[config.mk]
export PLATFORM = sky130hd
export DESIGN_NAME = axil_master_bridge_flat
export DESIGN_NICKNAME = d
export VERILOG_FILES = /design/src/rtl/axil_pkg.sv /design/src/rtl/axil_master_bridge_if.sv /design/src/rtl/axil_master_bridge.sv /design/src/flat_wrapper.sv
export SDC_FILE = /design/constraint.sdc
export NUM_CORES = 1
export LEC_CHECK = 0
export ABC_CLOCK_PERIOD_IN_PS = 1800
export CAP_MARGIN = 10
export CORE_MARGIN = 3
export CORE_UTILIZATION = 55
export CTS_CLUSTER_DIAMETER = 150
export CTS_CLUSTER_SIZE = 28
export DETAILED_ROUTE_END_ITERATION = 6
export DONT_BUFFER_PORTS = 1
export GPL_TIMING_DRIVEN = 1
export PLACE_DENSITY_LB_ADDON = 0.05
export SLEW_MARGIN = 20
export SYNTH_ARGS = -nofsm -noshare
export SYNTH_HDL_FRONTEND = slang
export SYNTH_SLANG_ARGS = --single-unit
[constraint.sdc]
create_clock -name aclk -period 1.8 [get_ports aclk]
set_input_delay 0.18 -clock aclk [delete_from_list [all_inputs] [get_ports aclk]]
set_output_delay 0.18 -clock aclk [all_outputs]
set_load 0.005 [all_outputs]
[src/rtl/axil_pkg.sv]
// Shared AXI4-Lite definitions: response codes, bridge FSM states and a
// response classification helper.
package axil_pkg;

  localparam logic [1:0] AXIL_OKAY   = 2'b00;
  localparam logic [1:0] AXIL_EXOKAY = 2'b01;
  localparam logic [1:0] AXIL_SLVERR = 2'b10;
  localparam logic [1:0] AXIL_DECERR = 2'b11;

  typedef enum logic [1:0] {
    IDLE  = 2'd0,
    WRITE = 2'd1,
    READ  = 2'd2,
    RESP  = 2'd3
  } axil_master_state_t;

  // EXOKAY is not legal on AXI-Lite, so anything other than OKAY is an error.
  function automatic logic axil_resp_is_err(input logic [1:0] resp);
    return resp != AXIL_OKAY;
  endfunction

endpackage

[src/rtl/axil_master_bridge_if.sv]
// AXI4-Lite bus bundle between the bridge (master) and an AXI-Lite slave.
interface axil_master_bridge_if #(
  parameter int ADDR_WIDTH = 32,
  parameter int DATA_WIDTH = 32,
  parameter int STRB_WIDTH = DATA_WIDTH / 8
);

  logic [ADDR_WIDTH-1:0] awaddr;
  logic [2:0]            awprot;
  logic                  awvalid;
  logic                  awready;

  logic [DATA_WIDTH-1:0] wdata;
  logic [STRB_WIDTH-1:0] wstrb;
  logic                  wvalid;
  logic                  wready;

  logic [1:0]            bresp;
  logic                  bvalid;
  logic                  bready;

  logic [ADDR_WIDTH-1:0] araddr;
  logic [2:0]            arprot;
  logic                  arvalid;
  logic                  arready;

  logic [DATA_WIDTH-1:0] rdata;
  logic [1:0]            rresp;
  logic                  rvalid;
  logic                  rready;

  modport master (
    output awaddr, awprot, awvalid, input awready,
    output wdata, wstrb, wvalid, input wready,
    input bresp, bvalid, output bready,
    output araddr, arprot, arvalid, input arready,
    input rdata, rresp, rvalid, output rready
  );

  modport slave (
    input awaddr, awprot, awvalid, output awready,
    input wdata, wstrb, wvalid, output wready,
    output bresp, bvalid, input bready,
    input araddr, arprot, arvalid, output arready,
    output rdata, rresp, rvalid, input rready
  );

endinterface

[src/rtl/axil_master_bridge.sv]
// Single-outstanding command/response to AXI4-Lite master bridge. All AXI
// outputs come straight from registers; cmd_ready is decoded from the state.
module axil_master_bridge
  import axil_pkg::*;
#(
  parameter int         ADDR_WIDTH = 32,
  parameter int         DATA_WIDTH = 32,
  parameter int         STRB_WIDTH = DATA_WIDTH / 8,
  parameter logic [2:0] PROT       = 3'b000
) (
  input  logic                  aclk,
  input  logic                  aresetn,

  input  logic                  cmd_valid,
  output logic                  cmd_ready,
  input  logic                  cmd_write,
  input  logic [ADDR_WIDTH-1:0] cmd_addr,
  input  logic [DATA_WIDTH-1:0] cmd_wdata,
  input  logic [STRB_WIDTH-1:0] cmd_wstrb,

  output logic                  rsp_valid,
  input  logic                  rsp_ready,
  output logic [DATA_WIDTH-1:0] rsp_rdata,
  output logic                  rsp_err,

  axil_master_bridge_if.master  m_axil
);

  axil_master_state_t    state_q, state_d;

  logic [ADDR_WIDTH-1:0] addr_q, addr_d;
  logic [DATA_WIDTH-1:0] wdata_q, wdata_d;
  logic [STRB_WIDTH-1:0] wstrb_q, wstrb_d;

  logic                  awvalid_q, awvalid_d;
  logic                  wvalid_q, wvalid_d;
  logic                  bready_q, bready_d;
  logic                  arvalid_q, arvalid_d;
  logic                  rready_q, rready_d;
  logic                  aw_done_q, aw_done_d;
  logic                  w_done_q, w_done_d;

  logic                  rsp_valid_q, rsp_valid_d;
  logic [DATA_WIDTH-1:0] rsp_rdata_q, rsp_rdata_d;
  logic                  rsp_err_q, rsp_err_d;

  always_ff @(posedge aclk or negedge aresetn) begin
    if (!aresetn) begin
      state_q     <= IDLE;
      addr_q      <= '0;
      wdata_q     <= '0;
      wstrb_q     <= '0;
      awvalid_q   <= 1'b0;
      wvalid_q    <= 1'b0;
      bready_q    <= 1'b0;
      arvalid_q   <= 1'b0;
      rready_q    <= 1'b0;
      aw_done_q   <= 1'b0;
      w_done_q    <= 1'b0;
      rsp_valid_q <= 1'b0;
      rsp_rdata_q <= '0;
      rsp_err_q   <= 1'b0;
    end else begin
      state_q     <= state_d;
      addr_q      <= addr_d;
      wdata_q     <= wdata_d;
      wstrb_q     <= wstrb_d;
      awvalid_q   <= awvalid_d;
      wvalid_q    <= wvalid_d;
      bready_q    <= bready_d;
      arvalid_q   <= arvalid_d;
      rready_q    <= rready_d;
      aw_done_q   <= aw_done_d;
      w_done_q    <= w_done_d;
      rsp_valid_q <= rsp_valid_d;
      rsp_rdata_q <= rsp_rdata_d;
      rsp_err_q   <= rsp_err_d;
    end
  end

  always_comb begin
    state_d     = state_q;
    addr_d      = addr_q;
    wdata_d     = wdata_q;
    wstrb_d     = wstrb_q;
    awvalid_d   = awvalid_q;
    wvalid_d    = wvalid_q;
    bready_d    = bready_q;
    arvalid_d   = arvalid_q;
    rready_d    = rready_q;
    aw_done_d   = aw_done_q;
    w_done_d    = w_done_q;
    rsp_valid_d = rsp_valid_q;
    rsp_rdata_d = rsp_rdata_q;
    rsp_err_d   = rsp_err_q;

    unique case (state_q)
      IDLE: begin
        if (cmd_valid) begin
          addr_d    = cmd_addr;
          wdata_d   = cmd_wdata;
          wstrb_d   = cmd_wstrb;
          aw_done_d = 1'b0;
          w_done_d  = 1'b0;
          if (cmd_write) begin
            awvalid_d = 1'b1;
            wvalid_d  = 1'b1;
            bready_d  = 1'b1;
            state_d   = WRITE;
          end else begin
            arvalid_d = 1'b1;
            rready_d  = 1'b1;
            state_d   = READ;
          end
        end
      end

      WRITE: begin
        if (awvalid_q && m_axil.awready) begin
          awvalid_d = 1'b0;
          aw_done_d = 1'b1;
        end
        if (wvalid_q && m_axil.wready) begin
          wvalid_d = 1'b0;
          w_done_d = 1'b1;
        end
        // A B beat that beats AW/W is taken anyway; any channel still
        // pending is dropped so nothing is left asserted in IDLE.
        if (m_axil.bvalid && bready_q) begin
          awvalid_d   = 1'b0;
          wvalid_d    = 1'b0;
          bready_d    = 1'b0;
          rsp_valid_d = 1'b1;
          rsp_rdata_d = '0;
          rsp_err_d   = axil_resp_is_err(m_axil.bresp);
          state_d     = RESP;
        end
      end

      READ: begin
        if (arvalid_q && m_axil.arready) begin
          arvalid_d = 1'b0;
        end
        if (m_axil.rvalid && rready_q) begin
          arvalid_d   = 1'b0;
          rready_d    = 1'b0;
          rsp_valid_d = 1'b1;
          rsp_rdata_d = m_axil.rdata;
          rsp_err_d   = axil_resp_is_err(m_axil.rresp);
          state_d     = RESP;
        end
      end

      RESP: begin
        if (rsp_ready) begin
          rsp_valid_d = 1'b0;
          state_d     = IDLE;
        end
      end

      default: state_d = IDLE;
    endcase
  end

  assign cmd_ready      = (state_q == IDLE);
  assign rsp_valid      = rsp_valid_q;
  assign rsp_rdata      = rsp_rdata_q;
  assign rsp_err        = rsp_err_q;

  assign m_axil.awaddr  = addr_q;
  assign m_axil.awprot  = PROT;
  assign m_axil.awvalid = awvalid_q;
  assign m_axil.wdata   = wdata_q;
  assign m_axil.wstrb   = wstrb_q;
  assign m_axil.wvalid  = wvalid_q;
  assign m_axil.bready  = bready_q;
  assign m_axil.araddr  = addr_q;
  assign m_axil.arprot  = PROT;
  assign m_axil.arvalid = arvalid_q;
  assign m_axil.rready  = rready_q;

endmodule

[src/flat_wrapper.sv]
// flat-port wrapper written by rule: the top's interface ports become plain ports
module axil_master_bridge_flat import axil_pkg::*;
#(
  parameter int         ADDR_WIDTH = 32,
  parameter int         DATA_WIDTH = 32,
  parameter int         STRB_WIDTH = DATA_WIDTH / 8,
  parameter logic [2:0] PROT       = 3'b000
)
  (aclk, aresetn, cmd_valid, cmd_ready, cmd_write, cmd_addr, cmd_wdata, cmd_wstrb, rsp_valid, rsp_ready, rsp_rdata, rsp_err, m_axil_awaddr, m_axil_awprot, m_axil_awvalid, m_axil_awready, m_axil_wdata, m_axil_wstrb, m_axil_wvalid, m_axil_wready, m_axil_bresp, m_axil_bvalid, m_axil_bready, m_axil_araddr, m_axil_arprot, m_axil_arvalid, m_axil_arready, m_axil_rdata, m_axil_rresp, m_axil_rvalid, m_axil_rready);
  axil_master_bridge_if #(.ADDR_WIDTH(ADDR_WIDTH), .DATA_WIDTH(DATA_WIDTH), .STRB_WIDTH(STRB_WIDTH)) m_axil_i ();
  input  logic aclk;
  input  logic aresetn;
  input  logic cmd_valid;
  output logic cmd_ready;
  input  logic cmd_write;
  input  logic [ADDR_WIDTH-1:0] cmd_addr;
  input  logic [DATA_WIDTH-1:0] cmd_wdata;
  input  logic [STRB_WIDTH-1:0] cmd_wstrb;
  output logic rsp_valid;
  input  logic rsp_ready;
  output logic [DATA_WIDTH-1:0] rsp_rdata;
  output logic rsp_err;
  output wire logic [$bits(m_axil_i.awaddr)-1:0] m_axil_awaddr;
  output wire logic [$bits(m_axil_i.awprot)-1:0] m_axil_awprot;
  output wire logic [$bits(m_axil_i.awvalid)-1:0] m_axil_awvalid;
  input wire logic [$bits(m_axil_i.awready)-1:0] m_axil_awready;
  output wire logic [$bits(m_axil_i.wdata)-1:0] m_axil_wdata;
  output wire logic [$bits(m_axil_i.wstrb)-1:0] m_axil_wstrb;
  output wire logic [$bits(m_axil_i.wvalid)-1:0] m_axil_wvalid;
  input wire logic [$bits(m_axil_i.wready)-1:0] m_axil_wready;
  input wire logic [$bits(m_axil_i.bresp)-1:0] m_axil_bresp;
  input wire logic [$bits(m_axil_i.bvalid)-1:0] m_axil_bvalid;
  output wire logic [$bits(m_axil_i.bready)-1:0] m_axil_bready;
  output wire logic [$bits(m_axil_i.araddr)-1:0] m_axil_araddr;
  output wire logic [$bits(m_axil_i.arprot)-1:0] m_axil_arprot;
  output wire logic [$bits(m_axil_i.arvalid)-1:0] m_axil_arvalid;
  input wire logic [$bits(m_axil_i.arready)-1:0] m_axil_arready;
  input wire logic [$bits(m_axil_i.rdata)-1:0] m_axil_rdata;
  input wire logic [$bits(m_axil_i.rresp)-1:0] m_axil_rresp;
  input wire logic [$bits(m_axil_i.rvalid)-1:0] m_axil_rvalid;
  output wire logic [$bits(m_axil_i.rready)-1:0] m_axil_rready;
  assign m_axil_awaddr = m_axil_i.awaddr;
  assign m_axil_awprot = m_axil_i.awprot;
  assign m_axil_awvalid = m_axil_i.awvalid;
  assign m_axil_i.awready = m_axil_awready;
  assign m_axil_wdata = m_axil_i.wdata;
  assign m_axil_wstrb = m_axil_i.wstrb;
  assign m_axil_wvalid = m_axil_i.wvalid;
  assign m_axil_i.wready = m_axil_wready;
  assign m_axil_i.bresp = m_axil_bresp;
  assign m_axil_i.bvalid = m_axil_bvalid;
  assign m_axil_bready = m_axil_i.bready;
  assign m_axil_araddr = m_axil_i.araddr;
  assign m_axil_arprot = m_axil_i.arprot;
  assign m_axil_arvalid = m_axil_i.arvalid;
  assign m_axil_i.arready = m_axil_arready;
  assign m_axil_i.rdata = m_axil_rdata;
  assign m_axil_i.rresp = m_axil_rresp;
  assign m_axil_i.rvalid = m_axil_rvalid;
  assign m_axil_rready = m_axil_i.rready;
  axil_master_bridge #(.ADDR_WIDTH(ADDR_WIDTH), .DATA_WIDTH(DATA_WIDTH), .STRB_WIDTH(STRB_WIDTH), .PROT(PROT)) u_core (.aclk(aclk), .aresetn(aresetn), .cmd_valid(cmd_valid), .cmd_ready(cmd_ready), .cmd_write(cmd_write), .cmd_addr(cmd_addr), .cmd_wdata(cmd_wdata), .cmd_wstrb(cmd_wstrb), .rsp_valid(rsp_valid), .rsp_ready(rsp_ready), .rsp_rdata(rsp_rdata), .rsp_err(rsp_err), .m_axil(m_axil_i));
endmodule
==> impl_metrics.py <==
metrics = {
    "critical_path": {
        "slowest_delay_ns": 0.44,
        "reg2reg_depth": 5,
        "cpMostUsedCell": "buf_4",
        "r2r_slack_ns": 0.04,
        "critPathKind": "flop to flop",
        "cp-end-kind": "flop",
        "cp-start-kind": "flop",
        "worst-path-max-fanout": 3,
        "critPathTopFamily": "compound AO/OA/AOI/OAI gates",
        "crit-reg2reg-launch": "u_core.state_q[0]$_DFFE_PN0P_",
        "critical_path.cell_chain": "buf_4, buf_4, ha_4, a2111oi_4, mux2_4",
        "worst-path-buf-inv": 2,
        "rr_endpoint": "u_core.state_q[1]$_DFFE_PN0P_",
        "worstPathArrival_ns": 2.01,
        "required_ns": 2.05,
        "crit_slowest_cell": "a2111oi_4",
    },
    "logic_synthesis": {
        "syn_inst": 379,
        "synth_top_area_frac": 0.559,
        "yosysMostFrequentCell": "dfrtp_1",
        "ys_top_cells_by_area": "dfrtp_1 (56%), mux2_1 (16%), mux2i_1 (6.6%)",
        "syn_area_mm2": 0.00488,
        "ys_ff_latch": 109,
        "netlist.top_cell.by_area": "dfrtp_1",
        "yosysWarnings": 0,
        "seq_area_frac_synth": 0.559,
        "ys.flop_type": "dfrtp_1",
        "synthTopCellsByCount": "dfrtp_1 (109), mux2_1 (68), inv_1 (42), buf_4 (40), nand2_1 (34)",
        "postSynthAreaPerCell_um2": 12.9,
        "async_flop_share": 1.00,
        "synth-edff-count": 0,
        "synth.distinct_cells": 33,
    },
    "power": {
        "report.power.total_mw": 10.4,
        "intPower_mw": 6.62,
        "ir_drop_mv": 1.00,
        "p_per_area_mw_per_mm2": 1720,
        "clockPowerShare": 0.145,
        "p_leak_nw": 2.71,
        "p_switching_mw": 3.81,
        "p_sw_frac": 0.365,
        "power_frac_comb": 0.379,
        "seqPwrFrac": 0.476,
    },
    "timing": {
        "fin_crit_ns": 1.76,
        "whs_ns": -0.508,
        "final_hold_viol_count": 109,
        "clock.fmax_mhz": 568,
        "clock_skew_ns": 0.00820,
        "final-max-slew-violation-count": 0,
        "setup_viol": 0,
        "fin_ws_ns": 0.0402,
        "tns_ns": 0,
        "finalCritPeriodShare": 0.978,
    },
    "layout": {
        "num_antenna_cells": 0,
        "layoutNonFillerInstCount": 567,
        "nNetsFinal": 576,
        "final_util": 0.719,
        "n_fill_cell": 594,
        "drive_above_1_share": 0.0952,
        "area_delta_synth_final_pct": 24.3,
        "finish.instance_area_mm2": 0.00606,
    },
    "place": {
        "hpwl_um": 7270,
        "gp_congestion": 0.781,
        "io_buffers": 0,
        "pre_cts_ws_ns": 0.0146,
        "post_dp_cell_area_mm2": 0.00469,
        "post-place-cells": 443,
    },
    "floorplanning": {
        "initial_core_util": 0.579,
        "chipWidth_um": 100,
        "core_area_mm2": 0.00842,
        "die-area_mm2": 0.0100,
        "ios": 260,
        "rows": 33,
        "dieHeight_um": 100,
    },
    "grt": {
        "grt_pass1_vias": 3225,
        "grt_max_degree": 110,
        "antenna_found_initial": 0,
        "grt_pass1_wl_um": 17100,
        "gr-total-overflow": 0,
        "track_usage": 0.223,
    },
    "clock_tree": {
        "root_buffer": "clkbuf_8",
        "hold_buffers": 100,
        "cts.clk_slew.worst_paths_ns": 0.11,
        "h-tree-depth": 3,
        "cts-buffers-inserted": 9,
        "clock_latency_ns": 0.36,
        "cts_tree": "yes",
        "max-clock-path-buffers": 2,
        "clock_sinks": 109,
    },
    "detailed_routing": {
        "drc": 0,
        "first_iter_violations": 88,
        "postRouteAntennaNets": 0,
        "wl_per_cell_um": 19.8,
        "finalWirelength_um": 11200,
        "avgViaCountPerCell": 5.24,
        "via_count": 2970,
        "drtPass1Iterations": 4,
    },
    "job": {
        "cap_viol_max_count": 0,
    },
    "outcome": {
        "status": "finished with violations",
        "violations": "negative hold slack",
    },
    "hold_path": {
        "hold_class": "input port to asynchronous set/reset pin",
    },
}
-- routing by layer --
metal,share of wire,GRT usage,vias up
li1,-,-,1348
met1,0.36,0.248,1456
met2,0.55,0.401,148
met3,0.071,0.0757,18
met4,0.020,0.0694,0
met5,0,0,-
-- registers in the layout, summed over array words and instances (netlist names), 2 cells and up --
name,flops
u_core.m_axil.araddr,32
u_core.m_axil.wstrb,4
u_core.state_q,2
u_core.rsp_rdata,32
u_core.m_axil.wdata,32
-- what timing repair did --
item | CTS | global route
hold endpoints to repair | 209 | 109
setup buffers | 3 | 2
setup endpoints to repair | 12 | 29
gates resized for setup | 0 | 12
pin swaps | 2 | 2
gates cloned | 1 | 2
-- how the worst max path moves through the flow --
stage | to | slack, ns | cells past startpoint | startpoint
after floorplan | u_core.state_q[0]$_DFFE_PN0P_ | 0.05 | 6 | u_core.state_q[0]$_DFFE_PN0P_
after global placement | u_core.state_q[1]$_DFFE_PN0P_ | 0.09 | 5 | u_core.state_q[0]$_DFFE_PN0P_
after detailed placement | u_core.rsp_rdata[31]$_DFFE_PN0P_ | 0.01 | 6 | u_core.state_q[1]$_DFFE_PN0P_
after CTS | u_core.rsp_rdata[14]$_DFFE_PN0P_ | -0.01 | 7 | u_core.state_q[1]$_DFFE_PN0P_
after global routing | u_core.rsp_rdata[19]$_DFFE_PN0P_ | -0.02 | 7 | u_core.state_q[1]$_DFFE_PN0P_
final | u_core.state_q[1]$_DFFE_PN0P_ | 0.04 | 5 | u_core.state_q[0]$_DFFE_PN0P_
-- cell usage in the layout (no fill, tap or decap), types with 5 or more instances in the layout --
cell,n
a21oi_1,5
buf_4,7
clkbuf_8,9
conb_1,6
dfrtp_1,109
dlygate4sd3_1,100
inv_1,41
mux2_1,68
mux2i_1,31
nand2_1,34
-- cell families after synthesis --
logic type,share of synthesized area
buffers and inverters,0.121
adders and majority gates,0.0128
other,0.000769
AOI/OAI and AO/OA,0.0318
muxes,0.232
and+or+nand+nor,0.0426
DFF,0.559
-- power groups by stage --
stage / sequential (mW) / combinational (mW) / clock [mW]
2_1_floorplan: 4.52 / 3.42 / 0
3_3_place_gp: 5.00 / 2.98 / 0
3_5_place_dp: 5.02 / 3.10 / 0
4_1_cts: 4.97 / 3.57 / 1.57
5_1_grt: 5.12 / 4.34 / 1.68
6_report: 4.96 / 3.96 / 1.51
-- worst register-to-register path, cell delays in order (launching register included) --
cell and delay, ns:
dfrtp_1 0.43, buf_4 0.15, buf_4 0.13, ha_4 0.17, a2111oi_4 0.45, mux2_4 0.34
-- cell type report --
type / instances / area [um^2] / share of cell area
multi-input cells: 180 / 1630 / 0.268
inverters: 42 / 158 / 0.0260
flip-flops and latches: 109 / 2730 / 0.450
clock buffers: 10 / 128 / 0.0211
repair buffers: 115 / 1210 / 0.200
well taps: 105 / 131 / 0.0217
clock inverters: 6 / 76.3 / 0.0126
(Power assumes the default switching activity.)
